### src/rtl/ntt_pair_loader_if.sv
// Pair stream in, FIFO source port out, for the NTT pair loader.
// The master drives pairs, length and full; the slave is the loader.
interface ntt_pair_loader_if #(
  parameter int BIT_WIDTH = 16,
  parameter int LINE_SIZE = 4,
  parameter int MAX_LEN   = 64
);
  localparam int AW   = $clog2(MAX_LEN / LINE_SIZE);
  localparam int LENW = $clog2(MAX_LEN) + 1;

  logic [LENW-1:0]                length;
  logic                           in_valid;
  logic                           in_ready;
  logic [BIT_WIDTH-1:0]           in_dA;
  logic [BIT_WIDTH-1:0]           in_dB;
  logic                           in_last;
  logic                           fifo_full;
  logic [AW-1:0]                  fifo_addrA;
  logic [AW-1:0]                  fifo_addrB;
  logic [BIT_WIDTH*LINE_SIZE-1:0] fifo_dA;
  logic [BIT_WIDTH*LINE_SIZE-1:0] fifo_dB;
  logic [LINE_SIZE-1:0]           word_selA;
  logic [LINE_SIZE-1:0]           word_selB;
  logic                           wr_finish;
  logic                           err_last;

  modport master (
    output length, in_valid, in_dA, in_dB,
    output in_last, fifo_full,
    input  in_ready, fifo_addrA, fifo_addrB,
    input  fifo_dA, fifo_dB, word_selA,
    input  word_selB, wr_finish, err_last
  );

  modport slave (
    input  length, in_valid, in_dA, in_dB,
    input  in_last, fifo_full,
    output in_ready, fifo_addrA, fifo_addrB,
    output fifo_dA, fifo_dB, word_selA,
    output word_selB, wr_finish, err_last
  );
endinterface

### src/rtl/ntt_pair_loader.sv
// Packs butterfly pairs into A/B FIFO lines and flips the
// ping-pong buffer after the last pair of each polynomial.
module ntt_pair_loader #(
  parameter int BIT_WIDTH = 16,
  parameter int LINE_SIZE = 4,
  parameter int MAX_LEN   = 64
) (
  input logic              clk,
  input logic              rstn,
  ntt_pair_loader_if.slave bus
);
  localparam int AW = $clog2(MAX_LEN / LINE_SIZE);
  localparam int KW = $clog2(MAX_LEN);
  localparam int LW = $clog2(LINE_SIZE);

  typedef enum logic [1:0] {
    IDLE,
    FILL,
    DONE
  } state_e;

  typedef logic [LINE_SIZE-1:0][BIT_WIDTH-1:0] line_t;

  state_e               state_q, state_d;
  logic [KW-1:0]        k_q, k_d;
  logic [KW:0]          len_q, len_d;
  line_t                latch_a_q, latch_a_d;
  line_t                latch_b_q, latch_b_d;
  logic                 in_ready_q, in_ready_d;
  logic [AW-1:0]        addr_a_q, addr_a_d;
  logic [AW-1:0]        addr_b_q, addr_b_d;
  line_t                d_a_q, d_a_d;
  line_t                d_b_q, d_b_d;
  logic [LINE_SIZE-1:0] sel_a_q, sel_a_d;
  logic [LINE_SIZE-1:0] sel_b_q, sel_b_d;
  logic                 wr_finish_q, wr_finish_d;
  logic                 err_q, err_d;

  logic [KW:0]   len_eff;
  logic [KW:0]   half;
  logic [AW-1:0] base_b;
  logic [LW-1:0] word;
  logic          acc;
  logic          is_last;
  logic          line_end;
  line_t         line_a;
  line_t         line_b;

  always_comb begin
    state_d     = state_q;
    k_d         = k_q;
    len_d       = len_q;
    latch_a_d   = latch_a_q;
    latch_b_d   = latch_b_q;
    in_ready_d  = 1'b0;
    addr_a_d    = addr_a_q;
    addr_b_d    = addr_b_q;
    d_a_d       = d_a_q;
    d_b_d       = d_b_q;
    sel_a_d     = '0;
    sel_b_d     = '0;
    wr_finish_d = wr_finish_q;
    err_d       = err_q;

    // The length port is only honoured while idle.
    len_eff  = (state_q == IDLE) ? bus.length : len_q;
    half     = len_eff >> 1;
    base_b   = len_eff[KW:LW+1];
    word     = k_q[LW-1:0];
    acc      = bus.in_valid & in_ready_q;
    is_last  = ({1'b0, k_q} == half - 1'b1);
    line_end = (word == LW'(LINE_SIZE - 1));

    line_a       = latch_a_q;
    line_b       = latch_b_q;
    line_a[word] = bus.in_dA;
    line_b[word] = bus.in_dB;

    unique case (state_q)
      IDLE: begin
        len_d = bus.length;
        if (acc) state_d = FILL;
      end
      FILL: begin
        if (acc && is_last) state_d = DONE;
      end
      DONE: begin
        state_d = IDLE;
      end
      default: state_d = IDLE;
    endcase

    if (acc) begin
      latch_a_d = line_a;
      latch_b_d = line_b;
      k_d       = k_q + 1'b1;
      if (bus.in_last != is_last) err_d = 1'b1;
      if (line_end) begin
        d_a_d    = line_a;
        d_b_d    = line_b;
        sel_a_d  = '1;
        sel_b_d  = '1;
        addr_a_d = k_q[KW-1:LW];
        addr_b_d = base_b + k_q[KW-1:LW];
      end
    end

    if (state_q == DONE) k_d = '0;

    // Full is re-checked for one idle cycle before accepting again.
    unique case (state_d)
      IDLE:    in_ready_d = (state_q == IDLE) & ~bus.fifo_full;
      FILL:    in_ready_d = 1'b1;
      default: in_ready_d = 1'b0;
    endcase

    wr_finish_d = (state_d == IDLE);
  end

  always_ff @(posedge clk or negedge rstn) begin
    if (!rstn) begin
      state_q     <= IDLE;
      k_q         <= '0;
      len_q       <= '0;
      latch_a_q   <= '0;
      latch_b_q   <= '0;
      in_ready_q  <= 1'b0;
      addr_a_q    <= '0;
      addr_b_q    <= '0;
      d_a_q       <= '0;
      d_b_q       <= '0;
      sel_a_q     <= '0;
      sel_b_q     <= '0;
      wr_finish_q <= 1'b1;
      err_q       <= 1'b0;
    end else begin
      state_q     <= state_d;
      k_q         <= k_d;
      len_q       <= len_d;
      latch_a_q   <= latch_a_d;
      latch_b_q   <= latch_b_d;
      in_ready_q  <= in_ready_d;
      addr_a_q    <= addr_a_d;
      addr_b_q    <= addr_b_d;
      d_a_q       <= d_a_d;
      d_b_q       <= d_b_d;
      sel_a_q     <= sel_a_d;
      sel_b_q     <= sel_b_d;
      wr_finish_q <= wr_finish_d;
      err_q       <= err_d;
    end
  end

  assign bus.in_ready   = in_ready_q;
  assign bus.fifo_addrA = addr_a_q;
  assign bus.fifo_addrB = addr_b_q;
  assign bus.fifo_dA    = d_a_q;
  assign bus.fifo_dB    = d_b_q;
  assign bus.word_selA  = sel_a_q;
  assign bus.word_selB  = sel_b_q;
  assign bus.wr_finish  = wr_finish_q;
  assign bus.err_last   = err_q;
endmodule

### src/flat_wrapper.sv
// flat-port wrapper written by rule: the top's interface ports become plain ports
module ntt_pair_loader_flat 
#(
  parameter int BIT_WIDTH = 16,
  parameter int LINE_SIZE = 4,
  parameter int MAX_LEN   = 64
)
  (clk, rstn, bus_length, bus_in_valid, bus_in_dA, bus_in_dB, bus_in_last, bus_fifo_full, bus_in_ready, bus_fifo_addrA, bus_fifo_addrB, bus_fifo_dA, bus_fifo_dB, bus_word_selA, bus_word_selB, bus_wr_finish, bus_err_last);
  ntt_pair_loader_if #(.BIT_WIDTH(BIT_WIDTH), .LINE_SIZE(LINE_SIZE), .MAX_LEN(MAX_LEN)) bus_i ();
  input logic clk;
  input logic rstn;
  input wire logic [$bits(bus_i.length)-1:0] bus_length;
  input wire logic [$bits(bus_i.in_valid)-1:0] bus_in_valid;
  input wire logic [$bits(bus_i.in_dA)-1:0] bus_in_dA;
  input wire logic [$bits(bus_i.in_dB)-1:0] bus_in_dB;
  input wire logic [$bits(bus_i.in_last)-1:0] bus_in_last;
  input wire logic [$bits(bus_i.fifo_full)-1:0] bus_fifo_full;
  output wire logic [$bits(bus_i.in_ready)-1:0] bus_in_ready;
  output wire logic [$bits(bus_i.fifo_addrA)-1:0] bus_fifo_addrA;
  output wire logic [$bits(bus_i.fifo_addrB)-1:0] bus_fifo_addrB;
  output wire logic [$bits(bus_i.fifo_dA)-1:0] bus_fifo_dA;
  output wire logic [$bits(bus_i.fifo_dB)-1:0] bus_fifo_dB;
  output wire logic [$bits(bus_i.word_selA)-1:0] bus_word_selA;
  output wire logic [$bits(bus_i.word_selB)-1:0] bus_word_selB;
  output wire logic [$bits(bus_i.wr_finish)-1:0] bus_wr_finish;
  output wire logic [$bits(bus_i.err_last)-1:0] bus_err_last;
  assign bus_i.length = bus_length;
  assign bus_i.in_valid = bus_in_valid;
  assign bus_i.in_dA = bus_in_dA;
  assign bus_i.in_dB = bus_in_dB;
  assign bus_i.in_last = bus_in_last;
  assign bus_i.fifo_full = bus_fifo_full;
  assign bus_in_ready = bus_i.in_ready;
  assign bus_fifo_addrA = bus_i.fifo_addrA;
  assign bus_fifo_addrB = bus_i.fifo_addrB;
  assign bus_fifo_dA = bus_i.fifo_dA;
  assign bus_fifo_dB = bus_i.fifo_dB;
  assign bus_word_selA = bus_i.word_selA;
  assign bus_word_selB = bus_i.word_selB;
  assign bus_wr_finish = bus_i.wr_finish;
  assign bus_err_last = bus_i.err_last;
  ntt_pair_loader #(.BIT_WIDTH(BIT_WIDTH), .LINE_SIZE(LINE_SIZE), .MAX_LEN(MAX_LEN)) u_core (.clk(clk), .rstn(rstn), .bus(bus_i));
endmodule
### config.mk
export PLATFORM = sky130hd
export DESIGN_NAME = ntt_pair_loader_flat
export DESIGN_NICKNAME = d
export VERILOG_FILES = /design/src/rtl/ntt_pair_loader_if.sv /design/src/rtl/ntt_pair_loader.sv /design/src/flat_wrapper.sv
export SDC_FILE = /design/constraint.sdc
export NUM_CORES = 1
export LEC_CHECK = 0
export BUFFER_PORTS_ARGS = -buffer_cell sky130_fd_sc_hd__buf_4
export CAP_MARGIN = 20
export CORE_ASPECT_RATIO = 0.6
export CORE_MARGIN = 5
export CORE_UTILIZATION = 55
export DETAILED_ROUTE_END_ITERATION = 12
export PLACE_DENSITY = 0.79
export SYNTH_ARGS = -nofsm -noshare
export SYNTH_HDL_FRONTEND = slang
export SYNTH_SLANG_ARGS = --single-unit
### constraint.sdc
create_clock -name clk -period 4.2 [get_ports clk]
set_clock_uncertainty 0.15 [all_clocks]
set_input_delay 0.42 -clock clk [delete_from_list [all_inputs] [get_ports clk]]
set_output_delay 0.42 -clock clk [all_outputs]
set_load 0.01 [all_outputs]
==> results.toml <==
[synthesis]
syn_inst = 924
synthDistinctLibCells = 46
synthAdderAreaFrac = 0.0113
yosysWarnings = 0
synth_compound_area_frac = 0.0640
synth_commonest_cells = "249 x dfrtp_1, 121 x nand2_1, 107 x nor2_1"
post-synth-top-count-cell = "dfrtp_1"
synth_top_family_by_area = "multiplexers"
synth_area_sq_um = 10600
synth-simple-area-share = 0.103
ys.flop_type = "dfrtp_1"
synth_top_area_share = 0.587
synth_edf_count = 0
synth.avg_cell_area_sq_um = 11.5
yosysTopAreaCell = "dfrtp_1"
yosys.area_share.xor_xnor = 0.00824
synth_mux_area_frac = 0.195
synth.area.top_cells = "dfrtp_1 59%, mux2_2 10%, mux2i_1 9.3%"
ys_seq_area_frac = 0.589
synth-async-reset-ratio = 1.00
ys_ff_latch = 250
synth_fp_nets = 977

[clock_tree]
cts_hold_buf = 6
clkTransAtPathRegs_ns = 0.06
cts_setup_buffers = 0
h-tree-depth = 1
clock_sinks = 250
cts-resized-gates = 0
cts_buffer_depth = 3
cts_tree = "done"
insertion_delay_ns = 0.50
cts_buffers = 23
root_buffer = "clkbuf_16"

[power_and_ir_drop]
power.density_nw_per_um2 = 862
irDropWorstVdd_mv = 0.509
p_int_mw = 7.19
comb_power_share = 0.426
p_sw_mw = 4.01
p_leak_nw = 6.00
power_mw = 11.2
p_clk_frac = 0.186
switching_share = 0.358
pwr-share-seq = 0.387

[sta]
setup_violations = 0
max_freq_ghz = 0.293
fin_crit_ns = 3.42
maxSlewHeadroom = 0.336
drv_slew = 0
tns_ns = 0
worstMarginPinSlew_ns = 0.992
fin_crit_sh = 0.814
rsz0062_at_grt = "false"
hold_violations = 0

[routing]
vias = 7375
first_pass_iters = 5
routedWlPerCell_um = 18.1
drt_iter0_drc = 577
drc = 0
via_per_inst = 5.47
drt-total-wl_mm = 24.4
ant_nets = 0

[placed_design]
portBuffers = 189
hpwlAfterDp_mm = 15.5
place_congestion = 0.865

[min_path]
hold_path_class = "input port to flop"

[flow_run]
drv_cap = 0

[final_layout]
layout-drive-gt1-share = 0.314
area_growth_pct = 22.4
num_antenna_cells = 0
nNetsFinal = 1141
num-fill-cells = 1423

[critical_path]
worstSetupPathType = "flop to flop"
cp_slowest_stage_delay_ns = 0.56
crit_path_top_delay_cell = "or3b_2"
crit_path_end_kind = "flop"
worst_ep_required_time_ns = 4.41
path_cells = "or3b_2 -> and2_1 -> ha_1 -> xor2_1 -> or3_1 -> a211oi_1 -> o2111a_1 -> nor4_1 -> or4_4"
cp-start-kind = "flop"
crit_fanout = 15
cp_data_arrival_time_ns = 3.63

[die]
chipWidth_um = 189
rows = 39
core_sq_um = 19000
fp.dieH_um = 118
initial_core_util = 0.560
dieArea_sq_um = 22300
pin_count = 191

[global_route]
antenna_found_initial = 0
grt-ovfl-total = 0
grt_pass1_wl_mm = 40.2
grt_pass1_vias = 7362
grt.total_usage = 0.217
grt_start_max_net_pins = 127

[status]
status = "finished, final reports clean"
flip-flops by register name (all words and copies together), names as in the netlist:
name and count:
u_core.bus.err_last 1, u_core.bus.fifo_addrA 4, u_core.bus.fifo_addrB 4, u_core.bus.fifo_dA 64, u_core.bus.fifo_dB 64, u_core.bus.in_ready 1, u_core.bus.word_selA 1, u_core.bus.wr_finish 1
u_core.k_q 6, u_core.latch_a_q 48, u_core.latch_b_q 48, u_core.len_q 6, u_core.state_q 2
power by group through the flow:
stage	Sequential (mW)	Combinational, mW	Clock [mW]
after global placement	4.30	4.66	0
after global routing	4.48	5.28	2.24
final	4.34	4.78	2.09
after floorplan	4.48	2.75	0
after CTS	4.34	4.84	2.13
after detailed placement	4.36	4.82	0
through the flow:
step           instance area, sq um  hold slack, ns  utilization  cells  setup WS [ns]
2_1_floorplan                 10600         -0.0256            -    924           1.05
3_3_place_gp                  12200           0.308        0.642   1303          0.891
3_5_place_dp                  12200           0.314        0.642   1303          0.829
4_1_cts                       13000        0.000115        0.685   1348          0.823
5_1_grt                       13000          0.0261        0.685   1348          0.639
6_report                      13000          0.0169        0.685   1348          0.782
logic make-up (layout without fill, tap and decap cells):
group                    Yosys count  count (layout)
flip-flops                       250             250
XOR/XNOR                          10              10
adder cells (fa/ha/maj)            9               9
AO/OA/AOI/OAI                    126             126
multiplexers                     195             195
AND/OR/NAND/NOR                  261             261
buffers and inverters             73             251
worst paths after layout:
path / startpoint / end / slack, ns / depth (start not counted)
setup / recovery: u_core.state_q[0]$_DFF_PN0_ / u_core.bus.err_last$_DFFE_PN0P_ / 0.78 / 9
hold / removal: bus_in_dA[2] / u_core.bus.fifo_dA[50]$_DFFE_PN0P_ / 0.02 / 3
setup reg to reg: u_core.state_q[0]$_DFF_PN0_ / u_core.bus.err_last$_DFFE_PN0P_ / 0.78 / 9
hold reg to reg: u_core.bus.fifo_dB[48]$_DFFE_PN0P_ / u_core.bus.fifo_dB[48]$_DFFE_PN0P_ / 0.33 / 2
max in group asynchronous: rstn / u_core.latch_a_q[10]$_DFFE_PN0P_ / 2.53 / 3
min in group asynchronous: rstn / u_core.bus.fifo_dB[10]$_DFFE_PN0P_ / 0.48 / 2
final cells by class:
class	instances	area [sq um]	area share
Sequential cell	250	6260	0.481
Multi-Input combinational cell	601	4070	0.313
Timing Repair Buffer	203	1580	0.122
Clock buffer	34	667	0.0513
Tap cell	246	308	0.0237
Clock inverter	5	78.8	0.00606
Inverter	9	38.8	0.00298
placed cells by master, fill, tap and decap left out, types with 4 or more instances in the layout:
master and instances:
a21oi_1 103, buf_4 193, clkbuf_1 6, clkbuf_16 23, clkbuf_8 5, dfrtp_1 249, dlygate4sd3_1 6, ha_1 5
inv_1 8, mux2_2 96, mux2i_1 99, nand2_1 117, nand2_2 4, nor2_1 107, nor4_1 4, o21ai_0 11
or2_2 4, xnor2_1 4, xor2_1 6
routing by layer:
layer  GRT usage  vias up  share of wire
met5           0        -              0
met2       0.326      195           0.44
met4      0.0298        0          0.012
met3      0.0578       30          0.075
met1       0.328     3682           0.47
li1            -     3468              -
worst max-delay path: cells and delay by family, from the launching register on:
family	cells	cell delay (ns)
xor+xnor	1	0.16
fa+ha+maj	1	0.27
compound gates	2	0.53
simple gates	5	1.62
flops	1	0.54
Power figures use the tool's default switching activity.
